**src/rtl/serdes_frame_scheduler_pkg.sv**
```systemverilog
// Shared types and width helpers for the frame-atomic serializer scheduler.
package serdes_pkg;

  typedef enum logic [0:0] {
    StIdle,
    StBurst
  } sched_state_e;

  // Width of a source index; a single source still needs one bit.
  function automatic int unsigned src_w(int unsigned n_src);
    return (n_src > 1) ? $clog2(n_src) : 1;
  endfunction

  function automatic int unsigned cnt_w(int unsigned n_samples);
    return (n_samples > 1) ? $clog2(n_samples) : 1;
  endfunction

endpackage

```
**src/rtl/serdes_frame_scheduler_if.sv**
```systemverilog
// Per-source sample ports plus the shared stream towards the serializer.
interface serdes_frame_scheduler_if
  import serdes_pkg::*;
#(
  parameter int unsigned BIT_WIDTH = 32,
  parameter int unsigned N_SRC     = 4
);
  localparam int unsigned SRC_W = src_w(N_SRC);

  logic [BIT_WIDTH-1:0] recv_msg [N_SRC-1:0];
  logic [N_SRC-1:0]     recv_val;
  logic [N_SRC-1:0]     recv_rdy;
  logic [BIT_WIDTH-1:0] send_msg;
  logic                 send_val;
  logic                 send_rdy;
  logic [SRC_W-1:0]     send_src;
  logic                 send_last;

  modport master (
    input  recv_msg, recv_val, send_rdy,
    output recv_rdy, send_msg, send_val, send_src, send_last
  );

  modport slave (
    output recv_msg, recv_val, send_rdy,
    input  recv_rdy, send_msg, send_val, send_src, send_last
  );

endinterface

```
**src/rtl/rr_priority_select.sv**
```systemverilog
// Combinational round-robin pick: first set request at or after ptr, wrapping.
module rr_priority_select
  import serdes_pkg::*;
#(
  parameter  int unsigned N_SRC = 4,
  localparam int unsigned SRC_W = src_w(N_SRC)
) (
  input  logic [N_SRC-1:0] req,
  input  logic [SRC_W-1:0] ptr,
  output logic             any,
  output logic [SRC_W-1:0] idx
);

  int unsigned j;

  always_comb begin
    any = 1'b0;
    idx = '0;
    j   = 0;
    for (int unsigned k = 0; k < N_SRC; k++) begin
      j = (32'(ptr) + k) % N_SRC;
      if (!any && req[j[SRC_W-1:0]]) begin
        any = 1'b1;
        idx = SRC_W'(j);
      end
    end
  end

endmodule

```
**src/rtl/serdes_frame_scheduler.sv**
```systemverilog
// Grants one source at a time, passes exactly one N_SAMPLES-word frame, then
// rotates priority to the source after the one just served.
module serdes_frame_scheduler
  import serdes_pkg::*;
#(
  parameter int unsigned BIT_WIDTH = 32,
  parameter int unsigned N_SAMPLES = 8,
  parameter int unsigned N_SRC     = 4
) (
  input logic                      clk,
  input logic                      reset,
  serdes_frame_scheduler_if.master bus
);

  localparam int unsigned SRC_W = src_w(N_SRC);
  localparam int unsigned CNT_W = cnt_w(N_SAMPLES);
  localparam logic [CNT_W-1:0] LastCnt = CNT_W'(N_SAMPLES - 1);
  localparam logic [SRC_W-1:0] LastSrc = SRC_W'(N_SRC - 1);

  sched_state_e     state_q, state_d;
  logic [SRC_W-1:0] grant_q, grant_d;
  logic [SRC_W-1:0] ptr_q, ptr_d;
  logic [CNT_W-1:0] cnt_q, cnt_d;

  logic                 sel_any;
  logic [SRC_W-1:0]     sel_idx;
  logic [N_SRC-1:0]     recv_rdy;
  logic [BIT_WIDTH-1:0] send_msg;
  logic                 send_val;
  logic                 send_last;

  rr_priority_select #(
    .N_SRC(N_SRC)
  ) u_rr (
    .req(bus.recv_val),
    .ptr(ptr_q),
    .any(sel_any),
    .idx(sel_idx)
  );

  always_comb begin
    state_d   = state_q;
    grant_d   = grant_q;
    ptr_d     = ptr_q;
    cnt_d     = cnt_q;
    recv_rdy  = '0;
    send_val  = 1'b0;
    send_msg  = '0;
    send_last = 1'b0;

    unique case (state_q)
      StIdle: begin
        if (sel_any) begin
          grant_d = sel_idx;
          cnt_d   = '0;
          state_d = StBurst;
        end
      end
      StBurst: begin
        // Pure pass-through: the granted source talks straight to the serializer.
        send_val           = bus.recv_val[grant_q];
        send_msg           = bus.recv_msg[grant_q];
        recv_rdy[grant_q]  = bus.send_rdy;
        send_last          = (cnt_q == LastCnt);
        if (send_val && bus.send_rdy) begin
          if (send_last) begin
            state_d = StIdle;
            ptr_d   = (grant_q == LastSrc) ? '0 : grant_q + SRC_W'(1);
            cnt_d   = '0;
          end else begin
            cnt_d = cnt_q + CNT_W'(1);
          end
        end
      end
      default: state_d = StIdle;
    endcase
  end

  always_ff @(posedge clk or negedge reset) begin
    if (!reset) begin
      state_q <= StIdle;
      grant_q <= '0;
      ptr_q   <= '0;
      cnt_q   <= '0;
    end else begin
      state_q <= state_d;
      grant_q <= grant_d;
      ptr_q   <= ptr_d;
      cnt_q   <= cnt_d;
    end
  end

  assign bus.recv_rdy  = recv_rdy;
  assign bus.send_val  = send_val;
  assign bus.send_msg  = send_msg;
  assign bus.send_src  = grant_q;
  assign bus.send_last = send_last;

endmodule

```
**src/flat_wrapper.sv**
```systemverilog
// flat-port wrapper written by rule: the top's interface ports become plain ports
module serdes_frame_scheduler_flat import serdes_pkg::*;
#(
  parameter int unsigned BIT_WIDTH = 32,
  parameter int unsigned N_SAMPLES = 8,
  parameter int unsigned N_SRC     = 4
)
  (clk, reset, bus_recv_msg, bus_recv_val, bus_send_rdy, bus_recv_rdy, bus_send_msg, bus_send_val, bus_send_src, bus_send_last);
  serdes_frame_scheduler_if #(.BIT_WIDTH(BIT_WIDTH), .N_SRC(N_SRC)) bus_i ();
  input logic clk;
  input logic reset;
  input wire logic [$bits(bus_i.recv_msg)-1:0] bus_recv_msg;
  input wire logic [$bits(bus_i.recv_val)-1:0] bus_recv_val;
  input wire logic [$bits(bus_i.send_rdy)-1:0] bus_send_rdy;
  output wire logic [$bits(bus_i.recv_rdy)-1:0] bus_recv_rdy;
  output wire logic [$bits(bus_i.send_msg)-1:0] bus_send_msg;
  output wire logic [$bits(bus_i.send_val)-1:0] bus_send_val;
  output wire logic [$bits(bus_i.send_src)-1:0] bus_send_src;
  output wire logic [$bits(bus_i.send_last)-1:0] bus_send_last;
  assign bus_i.recv_msg = {>>{bus_recv_msg}};
  assign bus_i.recv_val = bus_recv_val;
  assign bus_i.send_rdy = bus_send_rdy;
  assign bus_recv_rdy = bus_i.recv_rdy;
  assign bus_send_msg = bus_i.send_msg;
  assign bus_send_val = bus_i.send_val;
  assign bus_send_src = bus_i.send_src;
  assign bus_send_last = bus_i.send_last;
  serdes_frame_scheduler #(.BIT_WIDTH(BIT_WIDTH), .N_SAMPLES(N_SAMPLES), .N_SRC(N_SRC)) u_core (.clk(clk), .reset(reset), .bus(bus_i));
endmodule
```
**config.mk**
```make
export PLATFORM = sky130hd
export DESIGN_NAME = serdes_frame_scheduler_flat
export DESIGN_NICKNAME = d
export VERILOG_FILES = /design/src/rtl/serdes_frame_scheduler_pkg.sv /design/src/rtl/serdes_frame_scheduler_if.sv /design/src/rtl/rr_priority_select.sv /design/src/rtl/serdes_frame_scheduler.sv /design/src/flat_wrapper.sv
export SDC_FILE = /design/constraint.sdc
export NUM_CORES = 1
export LEC_CHECK = 0
export CAP_MARGIN = 20
export CORE_MARGIN = 2
export CORE_UTILIZATION = 29
export DETAILED_ROUTE_END_ITERATION = 6
export PLACE_DENSITY = 0.84
export SLEW_MARGIN = 30
export SYNTH_ARGS = -nofsm -noshare
export SYNTH_HDL_FRONTEND = slang
export SYNTH_SLANG_ARGS = --single-unit
```
**constraint.sdc**
```tcl
create_clock -name clk -period 1.8 [get_ports clk]
set_input_delay 0.18 -clock clk [delete_from_list [all_inputs] [get_ports clk]]
set_output_delay 0.18 -clock clk [all_outputs]
set_load 0.1 [all_outputs]
```
==> impl_metrics.py <==
metrics = {
    "timing": {
        "finalClockSkew_ns": 0.00950,
        "drv_slew": 0,
        "max_freq_ghz": 0.503,
        "fin_crit_ns": 1.99,
        "worst_slack_ns": -0.189,
        "hold_viol": 0,
        "tightest_slew_ns": 0.372,
        "relSlewSlack_pct": 75.1,
        "grt_setup_unrepaired": "true",
        "setup_viol": 33,
        "finalCritPeriodShare_pct": 111,
        "whs_ns": 0.222,
        "fin_setup_tns_ns": -3.77,
    },
    "cells_and_area": {
        "final_util_pct": 75.3,
        "area_growth_pct": 154,
        "diodes": 0,
        "final_nets": 466,
        "multiInputGateArea_sq_mm": 0.00140,
        "regArea_sq_um": 208,
        "layout-drive-gt1-share_pct": 42.3,
        "nFillCells": 343,
        "stdcell_count": 396,
    },
    "power_and_ir_drop": {
        "p_switching_uw": 5220,
        "powerDensity_mw_per_mm2": 2290,
        "pwr-share-clk_pct": 2.5,
        "power.internal_uw": 4160,
        "swShare_pct": 55.6,
        "p_comb_share_pct": 93.4,
        "ir_worst_vdd_mv": 1.30,
        "pwr-share-seq_pct": 4.1,
        "p_leak_uw": 0.00163,
    },
    "floorplan": {
        "placementRows": 27,
        "die-area_sq_mm": 0.00617,
        "io_pins": 175,
        "core_area_sq_mm": 0.00544,
        "start_util_pct": 29.7,
        "fp.dieH_um": 78.6,
        "die_x_um": 78.6,
    },
    "logic_synthesis": {
        "ys_seq_area_share_pct": 12.4,
        "ys.warnings.count": 0,
        "synth_cell_type_count": 29,
        "synth_area_sq_mm": 0.00161,
        "synth_fp_nets": 285,
        "syn_inst": 144,
        "syn_avg_cell_area_sq_um": 11.2,
        "synth-seq-cells": 8,
    },
    "place": {
        "dp.cells": 390,
        "gp_congestion": 0.827,
        "io_buffers": 174,
        "place_hpwl_mm": 6.60,
    },
    "setup_path": {
        "r2r_end": "u_core.ptr_q[0]",
        "endpoint": "bus_send_msg[12]",
        "crit_path_max_fanout": 7,
        "r2r_setup_slack_ns": 0.14,
        "end_kind": "primary output",
        "start_kind": "flop",
        "r2r-start": "u_core.bus.send_src[0]",
        "arrival_ns": 1.81,
        "reg2regPathDepth": 6,
        "crit_type": "flop to primary output",
        "slowest_stage": "mux4_2",
        "max_stage_delay_ns": 0.54,
        "worstPathCellList": "clkbuf_16 > mux4_2 > and2_4 > buf_12",
        "critical_path.startpoint": "u_core.bus.send_src[0]",
        "critPathRequiredTime_ns": 1.62,
    },
    "clock_network": {
        "cts.hold.buffers_added": 0,
        "clock_latency_ns": 0.24,
        "clk_path_buf_depth": 2,
        "cts_buffers": 3,
        "htree_levels": 1,
        "path_clk_slew_ns": 0.05,
        "cts-root-buf": "clkbuf_8",
        "cts_tree": "yes",
        "clock_sinks": 8,
    },
    "route": {
        "wl_per_cell_um": 22.1,
        "dr.pass1.iters": 4,
        "drcViolationCount": 0,
        "antenna_violating_nets_post_route": 0,
        "drtIter0Drc": 75,
        "avgViaCountPerCell": 5.19,
        "routed_wl_mm": 8.77,
        "via_count": 2056,
    },
    "run_status": {
        "violations": "setup timing",
        "status": "complete, but fails checks",
    },
    "grt": {
        "grt_pass1_vias": 2072,
        "antenna_found_initial": 0,
        "grt-ovfl-total": 0,
        "grt_pass1_wl_mm": 11.5,
        "grt_start_max_net_pins": 32,
        "track_usage_pct": 24.5,
    },
    "worst_hold_path": {
        "min_path_type": "input pin to async pin",
    },
    "flow_run": {
        "cap_violations": 0,
    },
}
## registers in the layout, summed over array words and instances, names as in the netlist
signal               cells
u_core.bus.send_src      2
u_core.cnt_q             3
u_core.state_q           1
u_core.ptr_q             2
## through the flow
stage | instance area [sq um] | total power [uW] | worst slack (ns)
global placement | 3980 | 8790 | 0.0902
CTS | 4030 | 9210 | -0.163
finish | 4100 | 9380 | -0.189
detailed placement | 3980 | 8900 | 0.0415
floorplan | 1720 | 6010 | -0.200
global route | 4100 | 9630 | -0.224
## layer usage
| layer | part of all wire (%) | GRT usage [%] | routed length (um) | vias up |
|---|---|---|---|---|
| met2 | 55 | 44.3 | 4840 | 117 |
| met3 | 7.7 | 6.21 | 672 | 18 |
| met4 | 2.8 | 7.72 | 245 | 0 |
| met5 | 0 | 0 | 0 | - |
| met1 | 34 | 28.2 | 3000 | 1007 |
| li1 | - | - | - | 914 |
## synth_stat cells
cell | instances | area (sq um)
mux2i_2 | 2 | 27.5
mux2i_1 | 1 | 10.0
buf_4 | 1 | 7.51
nor2_1 | 5 | 18.8
clkbuf_1 | 5 | 18.8
o31ai_1 | 1 | 7.51
and3_1 | 5 | 31.3
o21ai_0 | 2 | 10.0
dfrtp_1 | 8 | 200
nand3_1 | 5 | 25.0
a21oi_1 | 2 | 10.0
a22oi_1 | 1 | 7.51
inv_1 | 3 | 11.3
inv_2 | 2 | 7.51
o41ai_1 | 1 | 8.76
buf_12 | 2 | 40.0
o22ai_4 | 1 | 20.0
ha_1 | 6 | 75.1
nand2b_1 | 1 | 6.26
and2_1 | 35 | 219
mux4_2 | 32 | 721
buf_2 | 4 | 20.0
nor2b_1 | 1 | 6.26
o211ai_1 | 3 | 22.5
o2bb2ai_1 | 1 | 8.76
o21ai_1 | 3 | 15.0
nand2_1 | 9 | 33.8
nor4_2 | 1 | 12.5
buf_6 | 1 | 11.3
## worst min-delay path by stage
stage / startpoint / slack, ns / cells after the start / end
final: reset / 0.22 / 1 / u_core.cnt_q[0]
after global routing: reset / 0.27 / 1 / u_core.cnt_q[0]
after CTS: reset / 0.23 / 1 / u_core.cnt_q[0]
after detailed placement: reset / 0.49 / 1 / u_core.cnt_q[1]
after global placement: reset / 0.48 / 1 / u_core.cnt_q[1]
after floorplan: reset / -0.12 / 0 / u_core.cnt_q[0]
## repair_timing
| action | CTS | global route |
|---|---|---|
| buffers inserted | 0 | 1 |
| gates cloned | 0 | 1 |
| resized for setup | 7 | 8 |
| setup endpoints to repair | 34 | 34 |
## power groups by stage
stage          clock [uW]  combinational, uW  sequential, uW
3_5_place_dp            0               8520             373
6_report              234               8760             388
5_1_grt               250               8980             399
2_1_floorplan           0               5500             510
3_3_place_gp            0               8430             367
4_1_cts               240               8590             373
## cell usage in the layout (no fill, tap or decap), types with 4 or more instances in the layout
| cell type | count |
|---|---|
| clkdlybuf4s50_1 | 134 |
| buf_12 | 44 |
| mux4_2 | 32 |
| and2_4 | 32 |
| nand2_1 | 9 |
| buf_4 | 8 |
| dfrtp_1 | 6 |
| nor2_1 | 5 |
| nand3_1 | 5 |
| ha_1 | 5 |
| and3_4 | 4 |
## worst max-delay path: cells and delay by family, from the launching register on
kind | cells | cell delay (ns)
buffers and inverters | 2 | 0.34
and+or+nand+nor | 1 | 0.19
DFF | 1 | 0.48
muxes | 1 | 0.54
## cell families after synthesis
group                    count (synthesis)  share of synthesized area (%)
adder cells (fa/ha/maj)                  6                           4.65
flip-flops                               8                           12.4
AO/OA/AOI/OAI                           15                           6.83
multiplexers                            35                           47.0
AND/OR/NAND/NOR                         62                           21.9
buffers and inverters                   18                           7.22
## layout make-up
class	instances	share of cell area, %
Tap cell	72	2.20
Inverter	5	0.519
Clock buffer	4	1.10
Sequential cell	8	5.07
Multi-Input combinational cell	118	34.2
Timing Repair Buffer	189	56.9
(Power assumes the default switching activity.)
